--- config.mk ---
export PLATFORM = sky130hd
export DESIGN_NAME = spike_gen
export DESIGN_NICKNAME = d
export VERILOG_FILES = /design/src/rtl/spike_gen.sv
export SDC_FILE = /design/constraint.sdc
export NUM_CORES = 1
export LEC_CHECK = 0
export CORE_UTILIZATION = 40
export CTS_CLUSTER_SIZE = 8
export DETAILED_ROUTE_END_ITERATION = 8
export PLACE_DENSITY = 0.66
export SLEW_MARGIN = 20
export SYNTH_ARGS = -nofsm -noshare
export SYNTH_HDL_FRONTEND = slang
export SYNTH_SLANG_ARGS = --single-unit
export TNS_END_PERCENT = 50
--- constraint.sdc ---
create_clock -name clk -period 4.2 [get_ports clk]
set_clock_uncertainty 0.1 [all_clocks]
set_input_delay 1.26 -clock clk [delete_from_list [all_inputs] [get_ports clk]]
set_output_delay 1.26 -clock clk [all_outputs]
set_load 0.005 [all_outputs]
--- src/rtl/spike_gen.sv ---
// spike_gen: programmable pulse-train source for exercising a spike detector.
// A train is a sequence of PULSE/GAP pairs; every parameter is captured on
// start so the inputs may move freely while a train is running.
// Optional build macro: SPIKE_GEN_NOISE_EN replaces the constant zero baseline
// with small pseudo-random noise from a 16-bit LFSR (pulse samples stay exact).
module spike_gen (
  input  logic               clk,
  input  logic               rst,
  input  logic               start,
  input  logic               stop,
  input  logic signed [11:0] amp,
  input  logic        [2:0]  width,
  input  logic        [7:0]  period,
  input  logic        [7:0]  count,
  output logic signed [11:0] q,
  output logic               tag,
  output logic               busy,
  output logic               done
);

  localparam logic [1:0] IDLE  = 2'd0;
  localparam logic [1:0] PULSE = 2'd1;
  localparam logic [1:0] GAP   = 2'd2;

  logic        [1:0]  state_reg,  state_next;
  logic        [7:0]  ph_reg,     ph_next;     // 1-based cycle index inside current phase
  logic        [7:0]  pcnt_reg,   pcnt_next;   // completed pulses in this train
  logic signed [11:0] amp_reg,    amp_next;
  logic        [2:0]  width_reg,  width_next;
  logic        [7:0]  period_reg, period_next;
  logic        [7:0]  count_reg,  count_next;
  logic signed [11:0] q_reg,      q_next;
  logic               tag_reg,    tag_next;
  logic               busy_reg,   busy_next;
  logic               done_reg,   done_next;

  logic        [7:0]  w_eff;
  logic        [7:0]  p_eff;
  logic        [7:0]  p_eff_next;
  logic signed [11:0] baseline;

`ifdef SPIKE_GEN_NOISE_EN
  logic [15:0] lfsr_reg;
  logic        lfsr_fb;

  assign lfsr_fb  = lfsr_reg[15] ^ lfsr_reg[13] ^ lfsr_reg[12] ^ lfsr_reg[10];
  // Low three LFSR bits, sign-extended, give a baseline in -4..+3.
  assign baseline = {{9{lfsr_reg[2]}}, lfsr_reg[2:0]};

  // Free-running Fibonacci LFSR, reseeded so every run after reset repeats.
  always_ff @(posedge clk) begin
    if (rst) lfsr_reg <= 16'hACE1;
    else     lfsr_reg <= {lfsr_reg[14:0], lfsr_fb};
  end
`else
  assign baseline = '0;
`endif

  // A width or period of zero behaves as one sample.
  assign w_eff      = (width_reg  == 3'd0) ? 8'd1 : {5'd0, width_reg};
  assign p_eff      = (period_reg == 8'd0) ? 8'd1 : period_reg;
  assign p_eff_next = (period_next == 8'd0) ? 8'd1 : period_next;

  // Next-state logic; the registered outputs are derived from the next state
  // so that q/busy/tag/done line up with the state they describe.
  always_comb begin
    state_next  = state_reg;
    ph_next     = ph_reg;
    pcnt_next   = pcnt_reg;
    amp_next    = amp_reg;
    width_next  = width_reg;
    period_next = period_reg;
    count_next  = count_reg;
    q_next      = baseline;
    tag_next    = 1'b0;
    busy_next   = 1'b0;
    done_next   = 1'b0;

    case (state_reg)
      IDLE: begin
        if (start && !stop) begin
          amp_next    = amp;
          width_next  = width;
          period_next = period;
          count_next  = count;
          pcnt_next   = 8'd0;
          state_next  = PULSE;
          ph_next     = 8'd1;
        end
      end
      PULSE: begin
        if (stop) begin
          state_next = IDLE;
          ph_next    = 8'd0;
        end else if (ph_reg >= w_eff) begin
          state_next = GAP;
          ph_next    = 8'd1;
        end else begin
          ph_next = ph_reg + 8'd1;
        end
      end
      GAP: begin
        if (stop) begin
          state_next = IDLE;
          ph_next    = 8'd0;
        end else if (ph_reg >= p_eff) begin
          // Counter is allowed to wrap in continuous mode; only count!=0 compares.
          pcnt_next = pcnt_reg + 8'd1;
          if ((count_reg != 8'd0) && (pcnt_next == count_reg)) begin
            state_next = IDLE;
            ph_next    = 8'd0;
          end else begin
            state_next = PULSE;
            ph_next    = 8'd1;
          end
        end else begin
          ph_next = ph_reg + 8'd1;
        end
      end
      default: begin
        state_next = IDLE;
        ph_next    = 8'd0;
      end
    endcase

    busy_next = (state_next != IDLE);

    if (stop && (state_reg != IDLE)) begin
      q_next = '0;
    end else if (state_next == PULSE) begin
      q_next = amp_next;
    end

    tag_next = (state_next == PULSE) && (ph_next == 8'd1) && (width_next >= 3'd3);

    // done accompanies the last GAP sample of the final pulse, so it is raised
    // one edge ahead of the GAP->IDLE transition.
    done_next = (state_next == GAP) && (ph_next == p_eff_next) &&
                (count_next != 8'd0) && ((pcnt_next + 8'd1) == count_next);
  end

  // State, parameter and output registers with synchronous reset.
  always_ff @(posedge clk) begin
    if (rst) begin
      state_reg  <= IDLE;
      ph_reg     <= 8'd0;
      pcnt_reg   <= 8'd0;
      amp_reg    <= '0;
      width_reg  <= 3'd0;
      period_reg <= 8'd0;
      count_reg  <= 8'd0;
      q_reg      <= '0;
      tag_reg    <= 1'b0;
      busy_reg   <= 1'b0;
      done_reg   <= 1'b0;
    end else begin
      state_reg  <= state_next;
      ph_reg     <= ph_next;
      pcnt_reg   <= pcnt_next;
      amp_reg    <= amp_next;
      width_reg  <= width_next;
      period_reg <= period_next;
      count_reg  <= count_next;
      q_reg      <= q_next;
      tag_reg    <= tag_next;
      busy_reg   <= busy_next;
      done_reg   <= done_next;
    end
  end

  assign q    = q_reg;
  assign tag  = tag_reg;
  assign busy = busy_reg;
  assign done = done_reg;

endmodule

==> run_results.csv, run 1 <==
group,metric,value,unit
finish,nNetsFinal,534,
floorplan,die_y,95.3,um
pwr,internal_power,0.976,mW
drt,drt_first_pass_iters,4,
timing,min_period_over_period,0.968,
timing,max_clock_freq,246,MHz
synthesis,synth_ff_type,"dfxtp_1",
synthesis,syn_inst,406,
placement,dp_hpwl,6750,um
floorplan,core,8300,um2
flow_run,maxCapViolCount,0,
pwr,p_sw,0.421,mW
worst_hold_path,hold_path_depth,2,
timing,whs,0.382,ns
pwr,power_frac_comb,0.190,
global_routing,grt_pass1_vias,3139,
finish,diodes,0,
finish,finalInstanceArea,4520,um2
clock_tree,clock_latency,0.35,ns
global_routing,grt_usage,0.217,
pwr,power.total,1.40,mW
timing,min_period,4.07,ns
pwr,switching_share,0.301,
finish,fin_cells,595,
critical_path,critPathKind,"primary input to flop",
synthesis,synthesis.area,3480,um2
critical_path,arrival,4.24,ns
synthesis,ys_ff_latch,64,
synthesis,synthArstFlopShare,0,
finish,final_core_util,0.545,
clock_tree,cts_tree,"yes",
run_status,status,"completed",
drt,drt_wl_total,9030,um
floorplan,die_w,95.3,um
placement,dpl_cell_area,4250,um2
placement,port_buffers,49,
worst_hold_path,worst_hold_path_type,"flop to flop",
clock_tree,cts_buffers,9,
critical_path,crit_required,4.37,ns
floorplan,ios,50,
timing,drv_slew,0,
critical_path,cp-start-kind,"primary input",
timing,finalHoldViolCount,0,
floorplan,rows,33,
drt,dr.first_iter.drc_count,228,
timing,worst_pin_slew,0.533,ns
drt,ant_nets,0,
pwr,power.share.clock,0.349,
placement,dp.cells,575,
pwr,power_leakage,1.74,nW
timing,worst_slack,0.133,ns
finish,fillers,800,
pwr,ir_drop,0.000180,V
critical_path,ff2ff_setup_slack,0.14,ns
timing,setup_viol,0,
pwr,power.density,309,nW/um2
placement,routabilityCongestion,0.893,
timing,maxSlewHeadroom,0.644,
synthesis,synth_edf_count,0,
clock_tree,cts.path.max_buffers,2,
global_routing,grt_pass1_wl,15100,um
floorplan,fp.dieArea,9080,um2
drt,viasPerCell,5.32,
critical_path,crit_fanout,5,
finish,area_growth_syn_to_layout,30.0,%
global_routing,antenna_found_initial,0,
clock_tree,clkSinkCount,64,
clock_tree,clk_pin_slew_worst_paths,0.08,ns
critical_path,endpoint_kind,"flop",
placement,place_ws,-0.771,ns
finish,drive_above_1_share,0.153,
synthesis,yosysWarningCount,0,
synthesis,ys_seq_area_frac,0.368,
clock_tree,htreeDepth,3,
critical_path,worst-r2r-cell-count,16,
clock_tree,cts_root_buf,"clkbuf_8",
global_routing,gr-total-overflow,0,
timing,finalSetupTns,0,ns
global_routing,grt_max_degree,49,
drt,route.detailed.drc,0,
pwr,p_seq_frac,0.461,
synthesis,synth_fp_nets,455,
clock_tree,cts-hold-fix-buffers,0,
drt,wl_per_cell,15.2,um
finish,layout_common_cells,"69 x nor2_1, 62 x dfxtp_1, 48 x clkdlybuf4s50_1, 33 x buf_4, 32 x nand2_1",
synthesis,avgSynthCellArea,8.57,um2
synthesis,synth_cell_types,59,
finish,final_common_cell,"nor2_1",
floorplan,start_util,0.419,
drt,dr_total_vias,3166,
-- Yosys cell counts (2+ instances only) --
cell type | number | area (um2)
nor2_1 | 69 | 259
dfxtp_1 | 64 | 1280
nand2_1 | 32 | 120
a21oi_1 | 28 | 140
mux2i_1 | 23 | 230
xnor2_1 | 18 | 158
ha_1 | 14 | 175
inv_1 | 13 | 48.8
xor2_1 | 11 | 96.3
nor4_1 | 10 | 62.6
o21ai_0 | 10 | 50.1
nor3_1 | 8 | 40.0
nand2b_1 | 7 | 43.8
nand3_1 | 7 | 35.0
a211oi_1 | 6 | 45.0
clkbuf_1 | 6 | 22.5
and3_1 | 4 | 25.0
buf_2 | 4 | 20.0
nor2b_1 | 4 | 25.0
a31oi_1 | 3 | 18.8
nand2_2 | 3 | 18.8
nand4_1 | 3 | 18.8
nor3b_1 | 3 | 22.5
o21ai_1 | 3 | 15.0
a2111oi_0 | 2 | 17.5
a211oi_2 | 2 | 25.0
a21boi_0 | 2 | 15.0
a21o_1 | 2 | 15.0
a311oi_1 | 2 | 17.5
a31o_2 | 2 | 17.5
a41oi_1 | 2 | 17.5
and2_1 | 2 | 12.5
and4_1 | 2 | 17.5
buf_4 | 2 | 15.0
mux2_2 | 2 | 22.5
nand4b_1 | 2 | 17.5
nor4_2 | 2 | 25.0
o2111ai_1 | 2 | 17.5
o21a_1 | 2 | 15.0
o21bai_1 | 2 | 15.0
or3_1 | 2 | 12.5
or4_1 | 2 | 15.0
-- power by group through the flow --
stage	clock network, mW	registers (mW)	logic (mW)
floorplan	0	0.651	0.161
global placement	0	0.655	0.248
detailed placement	0	0.656	0.254
CTS	0.502	0.642	0.258
global route	0.524	0.646	0.294
finish	0.488	0.643	0.265
-- cell families after synthesis --
| logic type | Yosys count | share of synthesized area |
|---|---|---|
| DFF | 64 | 0.368 |
| AOI/OAI and AO/OA | 79 | 0.154 |
| adders and majority gates | 14 | 0.0503 |
| and+or+nand+nor | 167 | 0.241 |
| buffers and inverters | 27 | 0.0349 |
| muxes | 25 | 0.0726 |
| xor gates and xnor gates | 30 | 0.0795 |
-- metal layers --
layer  GRT usage  wire length, um
met5           0                0
met4      0.0960              212
met3      0.0415              461
met2       0.342             4120
met1       0.285             4240
-- cell type report --
type                    instances  area, um2  share of cell area
inverters                      13       48.8              0.0108
clock inverters                 7       55.1              0.0122
flip-flops and latches         64       1280               0.284
repair buffers                 82        737               0.163
clock buffers                   9        124              0.0274
multi-input cells             315       2140               0.474
well taps                     105        131              0.0291
-- final timing paths --
path | from | to
worst min-delay path | width_reg[0]$_SDFF_PP0_ | width_reg[0]$_SDFF_PP0_
worst max register to register | period_reg[4]$_SDFF_PP0_ | done$_SDFF_PP0_
worst min register to register | width_reg[0]$_SDFF_PP0_ | width_reg[0]$_SDFF_PP0_
worst max-delay path | stop | done$_SDFF_PP0_
-- what timing repair did --
item	in CTS	in global routing
pin swaps	2	7
resized for setup	5	11
setup endpoints to repair	1	1
hold endpoints to repair	0	0
buffers inserted	1	3
-- worst max-delay path: stages --
cell and delay, ns:
dlygate4sd2_1 0.28, nor3b_4 0.33, o211ai_4 0.14, nand2_4 0.12, mux2i_4 0.27, ha_4 0.24, a211oi_2 0.16, mux2i_1 0.12
a2111oi_2 0.38, buf_4 0.17, nand4_1 0.09, or4_4 0.54, a211oi_2 0.14
Note: power is estimated with default switching activity, not from simulation.
==> inputs of run 2 (changes only) <==
--- a/config.mk
+++ b/config.mk
@@ -8,8 +8,8 @@
 export CORE_UTILIZATION = 40
 export CTS_CLUSTER_SIZE = 8
 export DETAILED_ROUTE_END_ITERATION = 8
+export GPL_TIMING_DRIVEN = 0
 export PLACE_DENSITY = 0.66
-export SLEW_MARGIN = 20
 export SYNTH_ARGS = -nofsm -noshare
 export SYNTH_HDL_FRONTEND = slang
 export SYNTH_SLANG_ARGS = --single-unit
==> run 2 against run 1 <==
Effect of this change:
- sequential share of layout area grew 0.58 points
- worst setup slack gained 0.041 ns
- total power grew 8.2%
- global-route usage grew 0.78 points
- hold slack gained 0.0044 ns
- maximum frequency grew 1.0%
- final cell count shrank 2.0%
- sequential power is essentially flat
- final area shrank 2.2%
- highest routed layer unchanged
==> run_results.csv, run 2 (synthesis gave the netlist of run 1 again) <==
group,metric,value,unit
critical_path,crit_required,4.36,ns
floorplan,ios,50,
floorplan,rows,33,
timing,min_period_over_period,0.958,
timing,drv_slew,0,
timing,min_period,4.03,ns
clock_tree,clkSinkCount,64,
drt,ant_nets,0,
flow_run,maxCapViolCount,0,
placement,dp.cells,560,
floorplan,core,8300,um2
worst_hold_path,worst_hold_path_type,"flop to flop",
global_routing,grt_pass1_wl,15300,um
clock_tree,clock_latency,0.35,ns
drt,drt_wl_total,9370,um
global_routing,antenna_found_initial,0,
timing,worst_slack,0.175,ns
clock_tree,htreeDepth,3,
critical_path,critPathKind,"primary input to flop",
finish,nNetsFinal,522,
finish,final_core_util,0.533,
placement,place_ws,-1.12,ns
finish,diodes,0,
finish,drive_above_1_share,0.113,
global_routing,grt_max_degree,14,
global_routing,grt_usage,0.224,
critical_path,crit_fanout,10,
drt,viasPerCell,5.46,
run_status,status,"completed",
timing,rsz0062_at_grt,"no",
drt,drt_first_pass_iters,4,
timing,setup_viol,0,
pwr,power.total,1.51,mW
timing,worst_pin_slew,0.663,ns
finish,layout_common_cells,"69 x nor2_1, 64 x dfxtp_1, 48 x clkdlybuf4s50_1, 32 x nand2_1, 28 x a21oi_1",
clock_tree,cts.path.max_buffers,2,
floorplan,die_y,95.3,um
drt,wl_per_cell,16.1,um
drt,route.detailed.drc,0,
clock_tree,cts_root_buf,"clkbuf_8",
pwr,power_leakage,1.71,nW
timing,maxSlewHeadroom,0.558,
clock_tree,cts_buffers,9,
critical_path,critical_path.max_stage_delay,0.51,ns
global_routing,grt_pass1_vias,3117,
finish,fillers,751,
critical_path,crit_slowest_cell,"clkdlybuf4s50_1",
placement,routabilityCongestion,0.926,
finish,area_growth_syn_to_layout,27.1,%
timing,finalHoldViolCount,0,
critical_path,cp-start-kind,"primary input",
placement,port_buffers,49,
pwr,power.density,342,nW/um2
placement,dp_hpwl,7000,um
finish,fin_cells,583,
critical_path,arrival,4.18,ns
global_routing,gr-total-overflow,0,
finish,final_common_cell,"nor2_1",
critical_path,cp_cell_sequence,"clkdlybuf4s50_1, nor4b_4, buf_4, buf_2, nor2_1, a21oi_1, and3b_1, a211oi_1, o2111ai_1, a211oi_2",
floorplan,die_w,95.3,um
drt,dr.first_iter.drc_count,197,
pwr,ir_drop,0.000223,V
critical_path,endpoint_kind,"flop",
clock_tree,cts_tree,"yes",
floorplan,fp.dieArea,9080,um2
timing,max_clock_freq,248,MHz
drt,dr_total_vias,3182,
floorplan,start_util,0.419,
clock_tree,clk_pin_slew_worst_paths,0.08,ns
-- run 2: worst paths after layout --
| kind | slack (ns) | depth (start not counted) | start | endpoint |
|---|---|---|---|---|
| setup / recovery | 0.17 | 10 | start | done$_SDFF_PP0_ |
| hold / removal | 0.39 | 2 | amp_reg[11]$_SDFF_PP0_ | q[11]$_SDFF_PP0_ |
| setup reg to reg | 0.25 | 16 | period_reg[4]$_SDFF_PP0_ | done$_SDFF_PP0_ |
| hold reg to reg | 0.39 | 2 | amp_reg[11]$_SDFF_PP0_ | q[11]$_SDFF_PP0_ |
-- run 2: repair_timing --
action,in CTS,in global routing
pin swaps,4,9
hold buffers,0,0
endpoints found under the setup margin,1,1
gates resized for setup,11,8
setup buffers,2,5
-- run 2: final cells by class --
class / count / area, um2 / share of cell area
clock buffer: 9 / 124 / 0.0280
clock inverter: 7 / 103 / 0.0232
inverter: 13 / 48.8 / 0.0110
timing repair buffer: 56 / 538 / 0.122
sequential: 64 / 1280 / 0.290
buffer: 14 / 80.1 / 0.0181
multi-input combinational: 315 / 2120 / 0.479
tap: 105 / 131 / 0.0297
-- run 2: report_power, final --
group / total [mW] / leakage, nW / switching, mW / internal [mW]
Clock: 0.612 / 0.110 / 0.272 / 0.340
Combinational: 0.259 / 1.08 / 0.139 / 0.119
Sequential: 0.640 / 0.520 / 0.0130 / 0.627
Total: 1.51 / 1.71 / 0.424 / 1.09
-- run 2: metrics by stage --
step / hold WS, ns / instance area (um2) / setup TNS, ns
final: 0.386 / 4420 / 0
after global routing: 0.414 / 4420 / 0
after global placement: 0.359 / 4100 / -5.12
after floorplan: 0.346 / 3480 / 0
after CTS: 0.386 / 4370 / 0
after detailed placement: 0.374 / 4100 / -4.59
-- run 2: critical path: cells and delay by family --
| family | cells | cell delay [ns] |
|---|---|---|
| AOI/OAI and AO/OA | 4 | 1.06 |
| buffers and inverters | 3 | 1.11 |
| and+or+nand+nor | 3 | 0.75 |
-- run 2: metal layers --
layer	part of all wire	track usage	wire [um]
met1	0.46	0.289	4310
met2	0.46	0.361	4270
met5	0	0	0
met3	0.061	0.0510	569
met4	0.024	0.0896	222
